--- config.mk ---
export PLATFORM = sky130hd
export DESIGN_NAME = ball_cmd_sched
export DESIGN_NICKNAME = d
export VERILOG_FILES = /design/src/rtl/ball_cmd_sched.sv
export SDC_FILE = /design/constraint.sdc
export NUM_CORES = 1
export LEC_CHECK = 0
export ABC_AREA = 1
export CORE_MARGIN = 2
export CORE_UTILIZATION = 36
export CTS_CLUSTER_DIAMETER = 40
export DETAILED_ROUTE_END_ITERATION = 16
export GPL_ROUTABILITY_DRIVEN = 0
export SLEW_MARGIN = 20
export SYNTH_ARGS = -nofsm -noshare
export SYNTH_HDL_FRONTEND = slang
export SYNTH_SLANG_ARGS = --single-unit
--- constraint.sdc ---
create_clock -name Clk -period 4.1 [get_ports Clk]
set_input_delay 0.82 -clock Clk [delete_from_list [all_inputs] [get_ports Clk]]
set_output_delay 0.82 -clock Clk [all_outputs]
set_load 0.01 [all_outputs]
--- src/rtl/ball_cmd_sched.sv ---
// ball_cmd_sched
// Queues keyboard motion commands and presents each one to the ball block
// for a fixed number of video frames.
//
// The block holds up to four commands in arrival order. On each frame tick,
// the front command becomes the active keycode and stays active for
// HOLD_FRAMES frames. The next queued command follows with no gap frame.
// Esc (8'h29) empties the queue and stops the active command at once.
//
// Ports
//   Clk         system clock
//   Reset_n     asynchronous active-low reset
//   frame_tick  one-cycle pulse at the start of each video frame
//   key_valid   one-cycle strobe: key_code holds a new key event
//   key_code    USB HID keycode of the event
//   key_ready   queue has room (taken from registered count only)
//   keycode     active motion command, 8'h00 when idle
//   busy        a command is being held
//   fifo_count  number of queued commands, 0..4
//   drop_cnt    motion events refused because the queue was full (saturates)
module ball_cmd_sched #(
  parameter int HOLD_FRAMES = 8,
  parameter int DEPTH       = 4
) (
  input  logic       Clk,
  input  logic       Reset_n,
  input  logic       frame_tick,
  input  logic       key_valid,
  input  logic [7:0] key_code,
  output logic       key_ready,
  output logic [7:0] keycode,
  output logic       busy,
  output logic [2:0] fifo_count,
  output logic [7:0] drop_cnt
);

  typedef enum logic {IDLE = 1'b0, HOLD = 1'b1} state_e;

  localparam logic [7:0] RELOAD  = 8'(HOLD_FRAMES - 1);
  localparam logic [2:0] DEPTH_C = 3'(DEPTH);

  state_e     state_q, state_d;
  logic [7:0] keycode_q, keycode_d;
  logic [7:0] frame_cnt_q, frame_cnt_d;
  logic [7:0] drop_cnt_q, drop_cnt_d;
  logic [2:0] count_q, count_d;
  logic [1:0] wr_ptr_q, wr_ptr_d;
  logic [1:0] rd_ptr_q, rd_ptr_d;
  logic [7:0] mem_q [4];
  logic [7:0] mem_d [4];

  logic       ready_s;
  logic       is_motion_s;
  logic       push_s;
  logic       drop_s;
  logic       flush_s;
  logic       pop_s;
  logic [7:0] head_s;

  // Next-state logic for the queue, the hold FSM and the drop counter
  always_comb begin
    state_d     = state_q;
    keycode_d   = keycode_q;
    frame_cnt_d = frame_cnt_q;
    drop_cnt_d  = drop_cnt_q;
    count_d     = count_q;
    wr_ptr_d    = wr_ptr_q;
    rd_ptr_d    = rd_ptr_q;
    mem_d       = mem_q;

    ready_s     = (count_q < DEPTH_C);
    is_motion_s = (key_code == 8'h1A) || (key_code == 8'h16) ||
                  (key_code == 8'h04) || (key_code == 8'h07);
    push_s      = key_valid && is_motion_s && ready_s;
    drop_s      = key_valid && is_motion_s && !ready_s;
    flush_s     = key_valid && (key_code == 8'h29);
    head_s      = mem_q[rd_ptr_q];

    // The emptiness check uses the registered count. A command pushed on
    // this edge can be popped only on a later tick.
    pop_s = 1'b0;
    if (frame_tick && !flush_s && (count_q != 3'd0)) begin
      case (state_q)
        IDLE:    pop_s = 1'b1;
        HOLD:    pop_s = (frame_cnt_q == 8'd0);
        default: pop_s = 1'b0;
      endcase
    end else begin
      pop_s = 1'b0;
    end

    if (flush_s) begin
      state_d     = IDLE;
      keycode_d   = 8'h00;
      frame_cnt_d = 8'd0;
      count_d     = 3'd0;
      wr_ptr_d    = 2'd0;
      rd_ptr_d    = 2'd0;
    end else begin
      if (push_s) begin
        mem_d[wr_ptr_q] = key_code;
        wr_ptr_d        = wr_ptr_q + 2'd1;
      end else begin
        wr_ptr_d = wr_ptr_q;
      end
      if (pop_s) begin
        rd_ptr_d = rd_ptr_q + 2'd1;
      end else begin
        rd_ptr_d = rd_ptr_q;
      end
      count_d = count_q + 3'(push_s) - 3'(pop_s);

      if (frame_tick) begin
        case (state_q)
          IDLE: begin
            if (pop_s) begin
              keycode_d   = head_s;
              frame_cnt_d = RELOAD;
              state_d     = HOLD;
            end else begin
              state_d = IDLE;
            end
          end
          HOLD: begin
            if (frame_cnt_q != 8'd0) begin
              frame_cnt_d = frame_cnt_q - 8'd1;
            end else if (pop_s) begin
              // Load the next command directly, with no idle frame between.
              keycode_d   = head_s;
              frame_cnt_d = RELOAD;
            end else begin
              keycode_d = 8'h00;
              state_d   = IDLE;
            end
          end
          default: begin
            keycode_d = 8'h00;
            state_d   = IDLE;
          end
        endcase
      end else begin
        state_d = state_q;
      end
    end

    if (drop_s && (drop_cnt_q != 8'hFF)) begin
      drop_cnt_d = drop_cnt_q + 8'd1;
    end else begin
      drop_cnt_d = drop_cnt_q;
    end
  end

  // State, queue storage and counters
  always_ff @(posedge Clk or negedge Reset_n) begin
    if (!Reset_n) begin
      state_q     <= IDLE;
      keycode_q   <= 8'h00;
      frame_cnt_q <= 8'd0;
      drop_cnt_q  <= 8'd0;
      count_q     <= 3'd0;
      wr_ptr_q    <= 2'd0;
      rd_ptr_q    <= 2'd0;
      for (int i = 0; i < 4; i++) begin
        mem_q[i] <= 8'h00;
      end
    end else begin
      state_q     <= state_d;
      keycode_q   <= keycode_d;
      frame_cnt_q <= frame_cnt_d;
      drop_cnt_q  <= drop_cnt_d;
      count_q     <= count_d;
      wr_ptr_q    <= wr_ptr_d;
      rd_ptr_q    <= rd_ptr_d;
      mem_q       <= mem_d;
    end
  end

  assign key_ready  = ready_s;
  assign keycode    = keycode_q;
  assign busy       = (state_q == HOLD);
  assign fifo_count = count_q;
  assign drop_cnt   = drop_cnt_q;

endmodule
==> impl_metrics.py <==
metrics = {
    "run_status": {
        "outcome": "complete, no violations",
    },
    "die": {
        "die_w_um": 101,
        "num_rows": 35,
        "pin_count": 33,
        "start_util": 0.368,
        "dieHeight_um": 101,
        "core_sq_um": 9150,
        "die_area_sq_um": 10200,
    },
    "global_route": {
        "track_usage": 0.173,
        "grt_pass1_wl_mm": 13.6,
        "antenna_found_initial": 0,
        "gr-total-overflow": 0,
        "grt_max_degree": 49,
        "grt_pass1_vias": 2865,
    },
    "synthesis": {
        "syn_area_sq_um": 3370,
        "ys_ff_latch": 64,
        "synth_cell_types": 28,
        "yosysWarnings": 0,
        "yosysTopAreaCell": "dfrtp_1",
        "syn_avg_cell_area_sq_um": 7.61,
        "synth_cells": 443,
        "syn-num-nets": 463,
        "yosysTopAreaCellShare": 0.475,
        "synth_area_leaders": "dfrtp_1 48%, nand2_1 17%, nand4_1 5.4%, inv_1 5.2%, nor2_1 4.8%",
        "ys_seq_area_frac": 0.475,
    },
    "clock_network": {
        "cts_tree": "built",
        "insertion_delay_ns": 0.35,
        "cts.sinks": 64,
        "cts_hold_buffers": 0,
        "cts_buffers": 9,
        "ctsResizeCount": 0,
        "path_clk_slew_ns": 0.08,
        "cts_root_buffer": "clkbuf_8",
        "cts_htree_levels": 3,
        "clockBufferDepth": 2,
        "postCtsSetupBuffers": 0,
    },
    "route": {
        "route.detailed.drc": 0,
        "firstDrtPassIters": 4,
        "viasPerCell": 5.09,
        "drtIter0Drc": 173,
        "drt-total-wl_mm": 8.20,
        "vias": 3030,
        "ant_nets": 0,
        "wl_per_cell_um": 13.8,
    },
    "sta": {
        "setup_violations": 0,
        "fmax_mhz": 342,
        "maxSlewViolCount": 0,
        "grt_setup_unrepaired": "no",
        "period_needed_ns": 2.92,
        "setup_tns_ns": 0,
        "final.setup_skew_ns": 0.00884,
        "hold_viol_final": 0,
        "finalCritPeriodShare": 0.713,
        "tightest_slew_ns": 0.606,
        "slew_headroom": 0.596,
    },
    "pwr": {
        "power_density_nw_per_um2": 581,
        "cellLeakagePower_uw": 0.00213,
        "ir_worst_vdd_mv": 0.209,
        "total_power_uw": 2330,
    },
    "setup_path": {
        "end_kind": "register",
        "path_class": "primary input to register",
        "cp.required_ns": 4.39,
        "critPathArrivalTime_ns": 3.21,
        "start_kind": "primary input",
        "crit_fanout": 6,
    },
    "final_layout": {
        "diodes": 0,
        "area_growth_syn_to_layout_pct": 19.2,
        "layout-drive-gt1-share": 0.0599,
        "nNetsFinal": 499,
    },
    "placed_design": {
        "portBuffers": 32,
        "hpwlAfterDp_mm": 5.69,
    },
    "worst_hold_path": {
        "hold_path_class": "register to register",
    },
    "job": {
        "drv_cap": 0,
    },
}
[synth_stat cells]
master / count
nand2_1: 152
dfrtp_1: 64
inv_1: 47
nor2_1: 43
nand3_1: 30
nand4_1: 29
o21ai_0: 22
o22ai_1: 8
ha_1: 7
a21oi_1: 5
xor2_1: 5
buf_4: 4
buf_2: 3
clkbuf_1: 3
buf_1: 2
nand3_2: 2
nand3b_1: 2
nor2_2: 2
nor3_1: 2
o211ai_1: 2
o21bai_1: 2
clkinv_1: 1
fa_1: 1
inv_2: 1
nor2_4: 1
o21ai_1: 1
o21ai_2: 1
xnor2_1: 1
[final timing paths]
kind                                         startpoint                 endpoint  slack [ns]  depth (start not counted)
worst max-delay path                        key_code[1]  fifo_count[1]$_DFF_PN0_        1.18                         14
worst min-delay path              mem_q[13]$_DFFE_PN0P_    mem_q[13]$_DFFE_PN0P_        0.47                          2
worst max register to register  fifo_count[2]$_DFF_PN0_  fifo_count[1]$_DFF_PN0_        1.48                         13
worst min register to register    mem_q[13]$_DFFE_PN0P_    mem_q[13]$_DFFE_PN0P_        0.47                          2
max in group asynchronous                       Reset_n  wr_ptr_q[0]$_DFFE_PN0P_        3.00                          2
min in group asynchronous                       Reset_n   keycode[6]$_DFFE_PN0P_        0.48                          1
[cells in the final DEF (no fill, tap or decap), drive strengths merged, types with 3 or more instances in the layout]
master,Yosys,final
a21oi,5,5
nor2,46,46
clkinv,1,3
clkdlybuf4s50,0,31
o22ai,8,8
o21ai,24,24
clkbuf,3,12
xor2,5,5
nand2,152,152
nand3,32,32
buf,9,6
ha,7,7
nand4,29,29
inv,48,48
dfrtp,64,64
[cells by family (layout without fill, tap and decap cells)]
group           count (synthesis)  count (layout)  synth area share
simple gates                  263             263             0.336
flops                          64              64             0.475
buf+inv                        61             102            0.0735
compound gates                 41              41            0.0679
fa+ha+maj                       8               8            0.0319
xor+xnor                        6               6            0.0156
[metal layers]
layer  global-route usage  routed length (um)  part of all wire
met2                0.274                3920              0.48
met3               0.0368                 325             0.040
met5                    0                   0                 0
met1                0.229                3810              0.46
met4               0.0748                 145             0.018
[power breakdown]
group / internal, uW / switching [uW] / leakage (uW)
Sequential: 755 / 142 / 0.000856
Clock: 331 / 263 / 0.000109
Combinational: 341 / 503 / 0.00116
[flip-flops by register name (all words and copies together) (netlist names)]
name         count
mem_q           32
keycode          8
fifo_count       3
drop_cnt         8
wr_ptr_q         2
busy             1
frame_cnt_q      8
rd_ptr_q         2
[worst max-delay path: stages]
cell and delay, ns:
clkdlybuf4s50_1 0.58, inv_1 0.06, nand2_1 0.12, inv_1 0.06, nand2_1 0.08, nor2_2 0.07, nor2_1 0.25, nand3_1 0.24
nand2_1 0.13, nand2_1 0.06, ha_1 0.17, inv_1 0.06, fa_1 0.40, nor2_1 0.11
[final cells by class]
type / count / area, sq um
clock buffers: 12 / 165
clock inverters: 4 / 51.3
fillers: 912 / 5130
inverters: 49 / 184
multi-input cells: 318 / 1520
flip-flops and latches: 64 / 1600
well taps: 111 / 139
repair buffers: 37 / 355
[per-stage QoR]
| step | cells | worst slack (ns) | utilization | instance area [sq um] | hold WS, ns |
|---|---|---|---|---|---|
| after floorplan | 443 | 1.64 | - | 3370 | 0.431 |
| after global placement | 579 | 0.903 | 0.415 | 3800 | 0.448 |
| after detailed placement | 579 | 0.846 | 0.415 | 3800 | 0.453 |
| after CTS | 595 | 1.19 | 0.439 | 4020 | 0.472 |
| after global routing | 595 | 0.923 | 0.439 | 4020 | 0.488 |
| final | 595 | 1.18 | 0.439 | 4020 | 0.466 |
Power figures use the tool's default switching activity.
